===== config.mk =====
export PLATFORM = sky130hd
export DESIGN_NAME = pc_trace_buffer
export DESIGN_NICKNAME = d
export VERILOG_FILES = /design/src/rtl/pc_trace_pkg.sv /design/src/rtl/trace_ram.sv /design/src/rtl/pc_trace_buffer.sv
export SDC_FILE = /design/constraint.sdc
export NUM_CORES = 1
export LEC_CHECK = 0
export ABC_AREA = 1
export CAP_MARGIN = 10
export CELL_PAD_IN_SITES_DETAIL_PLACEMENT = 1
export CELL_PAD_IN_SITES_GLOBAL_PLACEMENT = 1
export CORE_AREA = 2 2 142 144
export CTS_CLUSTER_DIAMETER = 40
export DETAILED_ROUTE_END_ITERATION = 10
export DIE_AREA = 0 0 144 146
export GPL_TIMING_DRIVEN = 1
export PLACE_DENSITY_LB_ADDON = 0.3
export SLEW_MARGIN = 10
export SYNTH_ARGS = -nofsm -noshare
export SYNTH_HDL_FRONTEND = slang
export SYNTH_HIERARCHICAL = 1
export SYNTH_SLANG_ARGS = --single-unit

===== constraint.sdc =====
create_clock -name CLOCK_50 -period 2.65 [get_ports CLOCK_50]
set_input_delay 0.53 -clock CLOCK_50 [delete_from_list [all_inputs] [get_ports CLOCK_50]]
set_output_delay 0.53 -clock CLOCK_50 [all_outputs]
set_load 0.05 [all_outputs]

===== src/rtl/pc_trace_pkg.sv =====
// Shared definitions for the PC trace buffer: capture FSM encodings and cycle-stamp width.
package pc_trace_pkg;

    typedef enum logic [1:0] {
        ST_IDLE    = 2'b00,
        ST_CAPTURE = 2'b01,
        ST_FROZEN  = 2'b10
    } trace_state_e;

    localparam int CYCLE_W = 16;

endpackage


===== src/rtl/trace_ram.sv =====
// Trace storage: DEPTH x DW array, one write port and one registered read port.
// The read register is reset so nothing from the uninitialised array is exposed before a read.
module trace_ram #(
    parameter int DW    = 9,
    parameter int DEPTH = 16,
    parameter int AW    = $clog2(DEPTH)
) (
    input  logic          clk,
    input  logic          rst_n,
    input  logic          we,
    input  logic [AW-1:0] waddr,
    input  logic [DW-1:0] wdata,
    input  logic          re,
    input  logic [AW-1:0] raddr,
    output logic [DW-1:0] rdata
);

    logic [DW-1:0] mem_r [DEPTH];

    // Array write port
    always_ff @(posedge clk) begin
        if (we) begin
            mem_r[waddr] <= wdata;
        end
    end

    // Registered read port; holds its value between reads
    always_ff @(posedge clk or negedge rst_n) begin
        if (!rst_n) begin
            rdata <= {DW{1'b0}};
        end else if (re) begin
            rdata <= mem_r[raddr];
        end
    end

endmodule


===== src/rtl/pc_trace_buffer.sv =====
// Captures the CPU program counter on every instruction-fetch-1 entry, freezes on halt or full.
// Define PC_TRACE_CYCLE_EN to stamp each entry with a 16-bit cycle count and expose rd_cycle.
module pc_trace_buffer
    import pc_trace_pkg::*;
#(
    parameter int                 PC_W     = 9,
    parameter int                 DEPTH    = 16,
    parameter int                 STATE_W  = 4,
    parameter logic [STATE_W-1:0] IF1_CODE = 4'b0001
) (
    input  logic                     CLOCK_50,
    input  logic                     reset_n,
    input  logic [STATE_W-1:0]       cpu_state,
    input  logic [PC_W-1:0]          cpu_pc,
    input  logic                     halt,
    input  logic                     arm,
    input  logic                     wrap,
    input  logic                     rd_en,
    output logic [PC_W-1:0]          rd_data,
    output logic                     rd_valid,
    output logic [$clog2(DEPTH):0]   count,
    output logic                     overflow,
`ifdef PC_TRACE_CYCLE_EN
    output logic [CYCLE_W-1:0]       rd_cycle,
`endif
    output logic                     done
);

    localparam int AW = $clog2(DEPTH);
    localparam int CW = AW + 1;
`ifdef PC_TRACE_CYCLE_EN
    localparam int EW = PC_W + CYCLE_W;
`else
    localparam int EW = PC_W;
`endif
    localparam logic [CW-1:0] FULL_C = CW'(DEPTH);
    localparam logic [CW-1:0] ONE_CW = {{(CW-1){1'b0}}, 1'b1};
    localparam logic [AW-1:0] ONE_AW = {{(AW-1){1'b0}}, 1'b1};

    trace_state_e  state_r, state_s;
    logic [AW-1:0] wr_ptr_r, wr_ptr_s;
    logic [AW-1:0] rd_ptr_r, rd_ptr_s;
    logic [CW-1:0] count_r, count_s;
    logic          overflow_r, overflow_s;
    logic          done_r, done_s;
    logic          rd_valid_r;
    logic          prev_match_r;
    logic          prev_halt_r;
    logic          match_s, fetch_s, halt_edge_s;
    logic          we_s, re_s;
    logic [EW-1:0] wdata_s, rdata_s;

    assign match_s     = (cpu_state == IF1_CODE);
    assign fetch_s     = match_s & ~prev_match_r;
    assign halt_edge_s = halt & ~prev_halt_r;

`ifdef PC_TRACE_CYCLE_EN
    logic [CYCLE_W-1:0] cycle_r;

    // Free-running cycle stamp
    always_ff @(posedge CLOCK_50 or negedge reset_n) begin
        if (!reset_n) begin
            cycle_r <= {CYCLE_W{1'b0}};
        end else begin
            cycle_r <= cycle_r + {{(CYCLE_W-1){1'b0}}, 1'b1};
        end
    end

    assign wdata_s  = {cycle_r, cpu_pc};
    assign rd_cycle = rdata_s[EW-1:PC_W];
    assign rd_data  = rdata_s[PC_W-1:0];
`else
    assign wdata_s  = cpu_pc;
    assign rd_data  = rdata_s;
`endif

    // Next-state, pointer and flag logic for the capture FSM
    always_comb begin
        state_s    = state_r;
        wr_ptr_s   = wr_ptr_r;
        rd_ptr_s   = rd_ptr_r;
        count_s    = count_r;
        overflow_s = overflow_r;
        done_s     = done_r;
        we_s       = 1'b0;
        re_s       = 1'b0;
        case (state_r)
            ST_IDLE: begin
                if (arm) begin
                    state_s    = ST_CAPTURE;
                    wr_ptr_s   = {AW{1'b0}};
                    rd_ptr_s   = {AW{1'b0}};
                    count_s    = {CW{1'b0}};
                    overflow_s = 1'b0;
                    done_s     = 1'b0;
                end else begin
                    state_s = ST_IDLE;
                end
            end
            ST_CAPTURE: begin
                if (fetch_s) begin
                    if (count_r != FULL_C) begin
                        we_s     = 1'b1;
                        wr_ptr_s = wr_ptr_r + ONE_AW;
                        count_s  = count_r + ONE_CW;
                    end else if (wrap) begin
                        // Ring mode: the write lands on the oldest slot, so the read side moves with it
                        we_s       = 1'b1;
                        wr_ptr_s   = wr_ptr_r + ONE_AW;
                        rd_ptr_s   = rd_ptr_r + ONE_AW;
                        overflow_s = 1'b1;
                    end else begin
                        overflow_s = 1'b1;
                        state_s    = ST_FROZEN;
                        done_s     = 1'b0;
                    end
                end else begin
                    state_s = ST_CAPTURE;
                end
                // A halt edge freezes after any fetch of the same cycle has been taken
                if (halt_edge_s) begin
                    state_s = ST_FROZEN;
                    done_s  = 1'b1;
                end else begin
                    done_s = done_s;
                end
            end
            ST_FROZEN: begin
                if (arm) begin
                    state_s    = ST_CAPTURE;
                    wr_ptr_s   = {AW{1'b0}};
                    rd_ptr_s   = {AW{1'b0}};
                    count_s    = {CW{1'b0}};
                    overflow_s = 1'b0;
                    done_s     = 1'b0;
                end else if (rd_en && (count_r != {CW{1'b0}})) begin
                    re_s     = 1'b1;
                    rd_ptr_s = rd_ptr_r + ONE_AW;
                    count_s  = count_r - ONE_CW;
                end else begin
                    state_s = ST_FROZEN;
                end
            end
            default: begin
                state_s = ST_IDLE;
            end
        endcase
    end

    // State, pointer, flag and edge-detect registers
    always_ff @(posedge CLOCK_50 or negedge reset_n) begin
        if (!reset_n) begin
            state_r      <= ST_IDLE;
            wr_ptr_r     <= {AW{1'b0}};
            rd_ptr_r     <= {AW{1'b0}};
            count_r      <= {CW{1'b0}};
            overflow_r   <= 1'b0;
            done_r       <= 1'b0;
            rd_valid_r   <= 1'b0;
            prev_match_r <= 1'b0;
            prev_halt_r  <= 1'b0;
        end else begin
            state_r      <= state_s;
            wr_ptr_r     <= wr_ptr_s;
            rd_ptr_r     <= rd_ptr_s;
            count_r      <= count_s;
            overflow_r   <= overflow_s;
            done_r       <= done_s;
            rd_valid_r   <= re_s;
            prev_match_r <= match_s;
            prev_halt_r  <= halt;
        end
    end

    trace_ram #(
        .DW    (EW),
        .DEPTH (DEPTH),
        .AW    (AW)
    ) u_trace_ram (
        .clk   (CLOCK_50),
        .rst_n (reset_n),
        .we    (we_s),
        .waddr (wr_ptr_r),
        .wdata (wdata_s),
        .re    (re_s),
        .raddr (rd_ptr_r),
        .rdata (rdata_s)
    );

    assign count    = count_r;
    assign overflow = overflow_r;
    assign done     = done_r;
    assign rd_valid = rd_valid_r;

endmodule


==> key figures <==
Setup path
  • Crit. Startpoint: count[2]
  • Worst endpoint required time: 2120 ps
  • Worst path depth: 1
  • Reg2reg start: count[0]
  • CP Class: flop to output port
  • Worst path max stage delay: 890 ps
  • Crit path capture type: output port
  • R2R Setup Slk: 460 ps
  • Critical Path End: count[2]
  • Worst Setup Start Kind: flop
  • Critical path buffers and inverters: 1
  • Crit path max-delay family: buffers and inverters
  • CP max-delay cell: clkdlybuf4s50_1
  • Worst path cell trace: clkdlybuf4s50_1
  • RR Endpoint: u_trace_ram/mem_r[9][0]
  • Maximum fanout along the worst path: 11
  • CP arrival: 1910 ps
  • R2r worst-path depth: 9

CTS
  • Root Driver: clkbuf_16
  • Clk sinks: 173
  • Post-CTS Setup Repair Bufs: 0
  • CTS Buf Count: 17
  • Hold-fix buffers, CTS: 0
  • CTS tree: built
  • CTS H-Tree Depth: 4
  • Clk slew on worst S/H paths: 70 ps
  • Worst skew pair latency: 440 ps
  • Clock Tree Buf Depth: 2
  • Post-CTS Resized: 0

Min path
  • Hold crit path type: flop to flop

Die
  • Die width: 144 um
  • Core area: 0.01933 mm2
  • Std cell rows: 51
  • Starting Density: 39.77%
  • # IOs: 36
  • DIE AREA: 0.02102 mm2
  • Die height: 146 um

Layout
  • Register area: 0.005051 mm2
  • Post-Layout Cell Count: 1068
  • Area of the multi-input gates: 0.002312 mm2
  • N_diodes: 0
  • Area Overhead vs Synth: 17.64%
  • Commonest non-fill, non-tap cell in the layout: nand2_1
  • Layout cell share with drive strength beyond 1: 11.96%
  • NumNets Final: 819
  • Filler cells: 2115
  • Most frequent cells in the layout: nand2_1 (273), edfxtp_1 (144), nand3_1 (127)

Job
  • Total of max-cap violations: 0

Synthesis
  • Post-synth EDFFs: 144
  • Synthesized net count: 760
  • Post-synthesis sequential area ratio: 65.67%
  • Post-synth top area share: 56.23%
  • Netlist cell types: 32
  • Dominant synthesized flop cell: edfxtp_1
  • Netlist Area Pre-Place: 0.007690 mm2
  • Top post-synthesis cells by area: edfxtp_1 (56%), nand2_1 (13%), dfrtp_1 (9.4%)
  • Synth async-reset ratio: 16.76%
  • Syn. warnings: 6
  • Synthesized area per cell: 10.52 um2
  • Synth area leader: edfxtp_1
  • Synth Register Bits: 173
  • Post-Synthesis Cells: 731

Outcome
  • Run status: finished, final reports clean

Placed design
  • Port Buffers: 35
  • GPL Wtd Cong: 0.8140
  • Detail Placement HPWL: 14330 um
  • Placed insts: 1036

STA
  • Hold_ws: 488.1 ps
  • Final setup fails: 0
  • Post-route setup TNS: 0 ps
  • RSZ-0062 raised after global routing: no
  • Slew @ Worst Pin: 528.0 ps
  • Fmax: 409.1 MHz
  • Setup Skew: 13.67 ps
  • Slew HR: 64.80%
  • Period Utilization, post-route: 92.23%
  • Min Tclk post-route: 2444 ps
  • Slew Viols, Final: 0
  • Final Hold Fails: 0

Drt
  • First-iteration detailed-routing DRC count: 604
  • Vias per cell: 5.203
  • Antenna-violating nets left: 0
  • TritonRoute pass-1 iters: 5
  • Avg WL per Cell: 19.96 um
  • Drc violations: 0
  • Vias: 5557
  • Detailed Route WL: 21310 um

Power and ir drop
  • Worst VDD drop: 578.1 uV
  • LEAKAGE: 3.587 nW
  • Pwr Density: 978.0 mW/mm2

Global routing
  • Gr usage total: 21.35%
  • Total grt overflow: 0
  • Vias in the first global route: 5919
  • Global-route wire length before repair: 33270 um
  • Largest net degree at the start of global routing: 73
  • Initial antenna violation count: 0
[state kept, by name, summed over array words and instances (netlist names)]
| register | flops |
|---|---|
| u_trace_ram/mem_r | 144 |
| u_trace_ram/rdata | 9 |
| rd_ptr_r | 4 |
| prev_match_r | 1 |
| overflow | 1 |
| prev_halt_r | 1 |
| count | 5 |
| rd_valid | 1 |
| state_r | 2 |
| wr_ptr_r | 4 |
| done | 1 |
[layout make-up]
type | count | share of cell area (%)
Inverter | 32 | 1.411
Multi-Input combinational cell | 497 | 25.56
Timing Repair Buffer | 69 | 6.694
Tap cell | 265 | 3.665
Clock inverter | 15 | 2.130
Clock buffer | 17 | 4.703
Sequential cell | 173 | 55.84
[worst min-delay path by stage]
stage / from / slack (ps) / to / depth (start not counted)
floorplan: reset_n / 230 / count[0] / 0
global placement: u_trace_ram/rdata[2] / 470 / u_trace_ram/rdata[2] / 2
detailed placement: u_trace_ram/rdata[5] / 470 / u_trace_ram/rdata[5] / 2
CTS: u_trace_ram/rdata[5] / 490 / u_trace_ram/rdata[5] / 2
global route: u_trace_ram/rdata[0] / 520 / u_trace_ram/rdata[0] / 2
finish: u_trace_ram/rdata[0] / 490 / u_trace_ram/rdata[0] / 2
[cell usage after synthesis (2+ instances only)]
master and n:
ha_1 10, buf_2 14, clkinv_1 2, nand3b_1 2
buf_6 3, nand2_1 273, nand4_1 6, o21ai_1 2
edfxtp_1 144, dfrtp_1 29, nor2_4 3, buf_4 11
a21oi_1 7, nor2_2 2, xor2_1 3, nor2_1 32
o21ai_0 11, inv_2 5, or2_2 2, nand3_1 127
nand3_2 4, inv_1 23, nand2_4 3, nand2_2 5
[metal layers]
layer	track usage (%)	up-vias	routed length, um
li1	-	2593	-
met1	28.72	2757	9287
met2	34.88	173	10420
met3	3.554	34	1047
met4	7.696	0	563
met5	0	-	0
[power breakdown]
| part | switching (mW) | internal, mW |
|---|---|---|
| clock | 1.16 | 1.44 |
| combinational | 2.16 | 0.839 |
| sequential | 0.163 | 3.08 |
[metrics by stage]
step | power (mW) | worst slack, ps | cell area [um2] | util [%]
detailed placement | 6.250 | 292.1 | 8428 | 43.59
CTS | 8.877 | 184.9 | 9046 | 46.79
finish | 8.848 | 205.9 | 9046 | 46.79
global placement | 6.137 | 290.5 | 8428 | 43.59
global route | 9.295 | 141.4 | 9046 | 46.79
floorplan | 5.367 | 178.1 | 7690 | -
[cell families (layout without fill, tap and decap cells)]
family / Yosys count / after routing / synth area share [%]
compound gates: 23 / 23 / 1.708
xor+xnor: 3 / 3 / 0.3417
buf+inv: 61 / 133 / 4.263
flops: 173 / 173 / 65.67
simple gates: 461 / 461 / 26.39
fa+ha+maj: 10 / 10 / 1.627
Note: power is estimated with default switching activity, not from simulation.
